===== src/rtl/shift_add8_odd_pipe.sv =====
// Odd-part coefficient stage of the 8-point HEVC DCT/IDCT: 89/75/50/18 matrix (or its
// transpose) built from shift-adds, elastic two-stage valid/ready pipeline with rounding/limit.
module shift_add8_odd_pipe #(
  parameter int IN_W  = 16,
  parameter int OUT_W = 19,
  parameter int SHIFT = 0,
  parameter int SAT   = 1
) (
  input  logic                    clk,
  input  logic                    rst_b,
  input  logic                    in_valid,
  output logic                    in_ready,
  input  logic                    inv,
  input  logic signed [IN_W-1:0]  b0,
  input  logic signed [IN_W-1:0]  b1,
  input  logic signed [IN_W-1:0]  b2,
  input  logic signed [IN_W-1:0]  b3,
  output logic                    out_valid,
  input  logic                    out_ready,
  output logic signed [OUT_W-1:0] y1,
  output logic signed [OUT_W-1:0] y3,
  output logic signed [OUT_W-1:0] y5,
  output logic signed [OUT_W-1:0] y7
);

  // Product/sum width: the largest row has |coefficient| total 232 < 2^8, so IN_W+8 is exact.
  localparam int PW = IN_W + 8;
  localparam int RW = PW + 1;
  localparam int CW = (RW > OUT_W) ? RW : OUT_W;

  localparam logic signed [CW-1:0] RND =
    (SHIFT > 0) ? (CW'(1) <<< ((SHIFT > 0) ? SHIFT - 1 : 0)) : '0;
  localparam logic signed [CW-1:0] MAXV = {{(CW-OUT_W+1){1'b0}}, {(OUT_W-1){1'b1}}};
  localparam logic signed [CW-1:0] MINV = {{(CW-OUT_W+1){1'b1}}, {(OUT_W-1){1'b0}}};

  typedef enum logic [1:0] {C89, C75, C50, C18} coef_e;

  function automatic logic signed [PW-1:0] mul_const(input logic signed [IN_W-1:0] x,
                                                     input coef_e c);
    logic signed [PW-1:0] xe;
    xe = {{8{x[IN_W-1]}}, x};
    case (c)
      C89:     mul_const = (xe <<< 6) + (xe <<< 4) + (xe <<< 3) + xe;
      C75:     mul_const = (xe <<< 6) + (xe <<< 3) + (xe <<< 1) + xe;
      C50:     mul_const = (xe <<< 5) + (xe <<< 4) + (xe <<< 1);
      default: mul_const = (xe <<< 4) + (xe <<< 1);
    endcase
  endfunction

  // Rounds half toward +inf, then clamps (SAT!=0) or keeps the low OUT_W bits.
  function automatic logic signed [OUT_W-1:0] limit(input logic signed [PW-1:0] s);
    logic signed [CW-1:0] r;
    r = (CW'(s) + RND) >>> SHIFT;
    if (SAT != 0 && r > MAXV)      limit = MAXV[OUT_W-1:0];
    else if (SAT != 0 && r < MINV) limit = MINV[OUT_W-1:0];
    else                           limit = r[OUT_W-1:0];
  endfunction

  // ---------------------------------------------------------------------------------
  // Flow control
  // ---------------------------------------------------------------------------------
  logic s1_valid;
  logic s2_load;
  logic s1_adv;
  logic in_fire;

  assign s2_load  = !out_valid || out_ready;
  assign s1_adv   = s1_valid && s2_load;
  assign in_ready = !s1_valid || s2_load;
  assign in_fire  = in_valid && in_ready;

  // ---------------------------------------------------------------------------------
  // Stage 1: per-term products of every coefficient magnitude, plus the beat's mode
  // ---------------------------------------------------------------------------------
  logic signed [IN_W-1:0] b_in [4];
  logic signed [PW-1:0]   s1_p89 [4];
  logic signed [PW-1:0]   s1_p75 [4];
  logic signed [PW-1:0]   s1_p50 [4];
  logic signed [PW-1:0]   s1_p18 [4];
  logic                   s1_inv;

  assign b_in[0] = b0;
  assign b_in[1] = b1;
  assign b_in[2] = b2;
  assign b_in[3] = b3;

  // NOTE: sequential state uses non-blocking (<=) so every register samples pre-edge values.
  // NOTE: the small S1 data arrays are reset too, so S1 data reads as 0 after reset.
  always_ff @(posedge clk) begin
    if (!rst_b) begin
      s1_valid <= 1'b0;
      s1_inv   <= 1'b0;
      for (int i = 0; i < 4; i++) begin
        s1_p89[i] <= '0;
        s1_p75[i] <= '0;
        s1_p50[i] <= '0;
        s1_p18[i] <= '0;
      end
    end else begin
      if (in_fire) begin
        s1_valid <= 1'b1;
        s1_inv   <= inv;
        for (int i = 0; i < 4; i++) begin
          s1_p89[i] <= mul_const(b_in[i], C89);
          s1_p75[i] <= mul_const(b_in[i], C75);
          s1_p50[i] <= mul_const(b_in[i], C50);
          s1_p18[i] <= mul_const(b_in[i], C18);
        end
      end else if (s1_adv) begin
        s1_valid <= 1'b0;
      end
    end
  end

  // ---------------------------------------------------------------------------------
  // Stage 2: signed row sums for M (forward) or M^T (inverse)
  // ---------------------------------------------------------------------------------
  logic signed [PW-1:0] sum [4];

  // NOTE: every output of this block gets a default first, so no latch can be inferred.
  always_comb begin
    for (int i = 0; i < 4; i++) sum[i] = '0;
    if (s1_inv) begin
      sum[0] = -s1_p18[0] + s1_p50[1] - s1_p75[2] + s1_p89[3];
      sum[1] = -s1_p50[0] + s1_p89[1] - s1_p18[2] - s1_p75[3];
      sum[2] = -s1_p75[0] + s1_p18[1] + s1_p89[2] + s1_p50[3];
      sum[3] = -s1_p89[0] - s1_p75[1] - s1_p50[2] - s1_p18[3];
    end else begin
      sum[0] = -s1_p18[0] - s1_p50[1] - s1_p75[2] - s1_p89[3];
      sum[1] =  s1_p50[0] + s1_p89[1] + s1_p18[2] - s1_p75[3];
      sum[2] = -s1_p75[0] - s1_p18[1] + s1_p89[2] - s1_p50[3];
      sum[3] =  s1_p89[0] - s1_p75[1] + s1_p50[2] - s1_p18[3];
    end
  end

  always_ff @(posedge clk) begin
    if (!rst_b) begin
      out_valid <= 1'b0;
      y1        <= '0;
      y3        <= '0;
      y5        <= '0;
      y7        <= '0;
    end else begin
      if (s2_load) out_valid <= s1_valid;
      if (s1_adv) begin
        y1 <= limit(sum[0]);
        y3 <= limit(sum[1]);
        y5 <= limit(sum[2]);
        y7 <= limit(sum[3]);
      end
    end
  end

endmodule

===== config.mk =====
export PLATFORM = sky130hd
export DESIGN_NAME = shift_add8_odd_pipe
export DESIGN_NICKNAME = d
export VERILOG_FILES = /design/src/rtl/shift_add8_odd_pipe.sv
export SDC_FILE = /design/constraint.sdc
export NUM_CORES = 2
export LEC_CHECK = 0
export ABC_AREA = 1
export ABC_CLOCK_PERIOD_IN_PS = 25500
export CAP_MARGIN = 20
export CORE_UTILIZATION = 40
export CTS_CLUSTER_DIAMETER = 40
export DETAILED_ROUTE_END_ITERATION = 8
export SKIP_LAST_GASP = 1
export SYNTH_ARGS = -nofsm -noshare
export SYNTH_HDL_FRONTEND = slang
export SYNTH_SLANG_ARGS = --single-unit

===== constraint.sdc =====
create_clock -name clk -period 25.5 [get_ports clk]
set_clock_uncertainty 0.05 [all_clocks]
set_input_delay 5.1 -clock clk [delete_from_list [all_inputs] [get_ports clk]]
set_output_delay 5.1 -clock clk [all_outputs]
set_load 0.02 [all_outputs]

==> out/qor.log <==
qor: floorplan.starting_density_of_the_core 0.404
qor: global_route.number_of_antenna_violations_at_the_first_check_in_global_routing 7
qor: pwr.worst_ir_drop_vdd 0.0569 mV
qor: clocking.post_cts.repair.setup_buffers 0
qor: floorplan.design.die.area 135000 um^2
qor: cells_and_area.fill_cells 13200
qor: timing.slew_headroom 0.271
qor: placement.io_buffer_count 146
qor: global_route.groute.usage.overall 0.277
qor: clocking.clock_insertion_delay_at_the_later_pin_of_the_skew_report 700 ps
qor: run.max_cap_violations 0
qor: timing.timing.fmax 0.0871 GHz
qor: min_path.holdPathStages 2
qor: clocking.cts_inserted_buffers 81
qor: yosys.synth_seq_cells 387
qor: floorplan.placementRows 133
qor: critical_path.critical_path_buf_inv_count 3
qor: yosys.syn-instance-count 6746
qor: critical_path.critical-path-top-cell-by-count clkdlybuf4s50_1
qor: pwr.power.density 121 nW/um^2
qor: cells_and_area.multiInputGateArea 37200 um^2
qor: placement.globalplace.congestion 0.989
qor: clocking.cts.root.buffer_cell clkbuf_16
qor: clocking.hold_buf_count_cts 0
qor: timing.rsz0062_at_grt no
qor: critical_path.worstSetupPathDepth 4
qor: critical_path.worstSetupEndpointType output pin
qor: detailed_routing.vias 46700
qor: min_path.min_path_type flop to flop
qor: yosys.dominantRegCellSynth edfxtp_1
qor: floorplan.ios 147
qor: floorplan.core 132000 um^2
qor: yosys.synth.lib_cells_used.distinct 59
qor: pwr.cellLeakagePower 0.0286 uW
qor: yosys.seq_area_frac_synth 0.203
qor: timing.report.final.hold_viol_count 0
qor: detailed_routing.detail_route.first_pass.iterations 6
qor: critical_path.reg2regPathDepth 24
qor: global_route.global_route_wire_length_before_repair 279000 um
qor: detailed_routing.drt-wirelength-per-cell 21.4 um
qor: cells_and_area.finish.utilization 0.454
qor: critical_path.worst_ep_required_time 20350 ps
qor: run_status.outcome finished clean
qor: clocking.numClockSinks 387
qor: global_route.grt_pass1_vias 44500
qor: timing.period_minus_slack 11470 ps
qor: cells_and_area.nNetsFinal 8151
qor: timing.worst_slew_pin_slew 1090 ps
qor: timing.setup_violations 0
qor: clocking.cts-htree-levels 3
qor: detailed_routing.post_drt_via_cell_ratio 5.33
qor: detailed_routing.remaining_antenna_violation_count_after_routing 0
qor: critical_path.critPathMaxStageDelay 610 ps
qor: clocking.post_cts_resized 0
qor: critical_path.kind_of_cell_with_the_highest_combined_delay_on_the_critical_path buffers and inverters
qor: yosys.syn_nets 7948
qor: cells_and_area.layout-area-overhead-vs-synth 12.3%
qor: detailed_routing.drt-total-wl 187000 um
qor: critical_path.worstPathArrival 6320 ps
qor: detailed_routing.post-route-drc-count 0
qor: critical_path.crit_chain clkdlybuf4s50_1 > inv_1 > nand3_1 > clkdlybuf4s50_1
qor: yosys.avgSynthCellArea 7.89 um^2
qor: clocking.clock_tree.buffer_depth 3
qor: critical_path.critPathSlowestCell clkdlybuf4s50_1
qor: global_route.grt.overflow.total 0
qor: yosys.fraction_of_registers_with_async_set_reset 0
qor: global_route.maximum_number_of_pins_on_one_net_before_global_route_repair 163
qor: yosys.post_synth_instance_area 53200 um^2
qor: detailed_routing.drt_first_iter_violations 4240
qor: timing.fin_setup_tns 0 ps
qor: clocking.cts_tree done
qor: floorplan.dieWidth 367 um
qor: critical_path.path_class primary input to output pin
qor: critical_path.worstPathMaxFanout 3
qor: yosys.synth-edff-count 308
qor: yosys.synthesis.yosys.warnings 0
qor: timing.slew_violations 0
qor: cells_and_area.post_route_cells_drive_above_1_share 0.0446
qor: placement.dp_hpwl 158000 um
qor: cells_and_area.ff_latch_area 10800 um^2
qor: floorplan.die_height 367 um
qor: clocking.clkSlewWorstSetupHoldPaths 50 ps
qor: timing.period_share 0.450
qor: critical_path.worst_setup_path_start_kind primary input
## metal layers
metal / global-route usage / routed length, um
met1: 0.408 / 88000
met2: 0.404 / 78000
met3: 0.0502 / 14900
met4: 0.0940 / 6350
met5: 0 / 59
## cell usage in the layout, fill, tap and decap left out, types with 23 or more instances in the layout
cell type / netlist / routed
o21ai_0: 482 / 482
nand4_1: 83 / 83
clkbuf_16: 0 / 83
o21bai_1: 41 / 41
inv_1: 1290 / 1288
nor2_1: 522 / 521
nand2_1: 1250 / 1249
a21oi_1: 717 / 717
clkdlybuf4s50_1: 0 / 145
xor2_1: 62 / 62
fa_1: 594 / 594
ha_1: 539 / 539
a31oi_1: 25 / 25
nor3_1: 28 / 28
dfxtp_1: 79 / 78
a21oi_2: 23 / 23
xnor2_1: 51 / 51
edfxtp_1: 308 / 308
buf_4: 1 / 46
nor2_2: 23 / 23
o21a_1: 76 / 76
nand3_1: 262 / 262
## synth_stat cells (23+ instances only)
cell type / count / area (um^2)
clkbuf_1: 58 / 218
xor2_1: 62 / 543
o21bai_1: 41 / 308
a21oi_2: 23 / 201
edfxtp_1: 308 / 9250
dfxtp_1: 79 / 1580
inv_1: 1290 / 4840
a31oi_1: 25 / 156
o21ai_0: 482 / 2410
nor2_2: 23 / 144
ha_1: 539 / 6740
nand3_1: 262 / 1310
xnor2_1: 51 / 447
fa_1: 594 / 11900
a21oi_1: 717 / 3590
o21a_1: 76 / 571
nor3_1: 28 / 140
nand2_1: 1250 / 4690
nor2_1: 522 / 1960
nand4_1: 83 / 519
## registers in the layout, indices dropped and copies added (netlist names)
register,count
s1_valid,1
s1_p50,60
y1,19
out_valid,1
y5,19
s1_p89,89
s1_p18,64
s1_inv,1
s1_p75,95
y7,19
y3,19
## path summary, 6_finish.rpt
| path | slack, ps | end | startpoint |
|---|---|---|---|
| max | 14030 | in_ready | out_ready |
| min | 410 | y5[0] | y5[0] |
| max reg2reg | 18470 | y1[5] | s1_p75[0][0] |
| min reg2reg | 410 | y5[0] | y5[0] |
## power by group
group / internal, uW / total (uW) / switching (uW)
sequential: 792 / 907 / 115
combinational: 1740 / 5240 / 3500
clock: 665 / 1070 / 409
total: 3200 / 7220 / 4030
## layout make-up
cell class,count,share of cell area
Antenna cell,1,0.0000419
Timing Repair Buffer,198,0.0324
Multi-Input combinational cell,4981,0.622
Clock buffer,90,0.0357
Clock inverter,62,0.0102
Inverter,1300,0.0817
Tap cell,1755,0.0367
Sequential cell,387,0.181
## stage by stage
stage | power (uW) | setup WS [ps] | instance area [um^2] | hold slack [ps] | std cells
global placement | 6000 | 14010 | 56900 | 404 | 8617
global route | 7890 | 13980 | 59800 | 441 | 8773
CTS | 7140 | 14020 | 59700 | 415 | 8769
floorplan | 4440 | 12620 | 53200 | 495 | 6746
finish | 7220 | 14030 | 59800 | 412 | 8774
detailed placement | 6020 | 14030 | 56900 | 405 | 8617
## kinds of logic (layout without fill, tap and decap cells)
group,after synthesis,count (layout),synth area share
buf+inv,1378,1650,0.0984
compound gates,1466,1466,0.151
mux,3,3,0.000564
other cells,0,1,0
fa+ha+maj,1133,1133,0.350
xor+xnor,113,113,0.0186
flops,387,387,0.203
simple gates,2266,2266,0.178
## tightest hold or removal path, stage by stage, from the launching register on
cell     delay (ps)
dfxtp_1         300
nand2_1          60
a21oi_1          50
(Power assumes the default switching activity.)
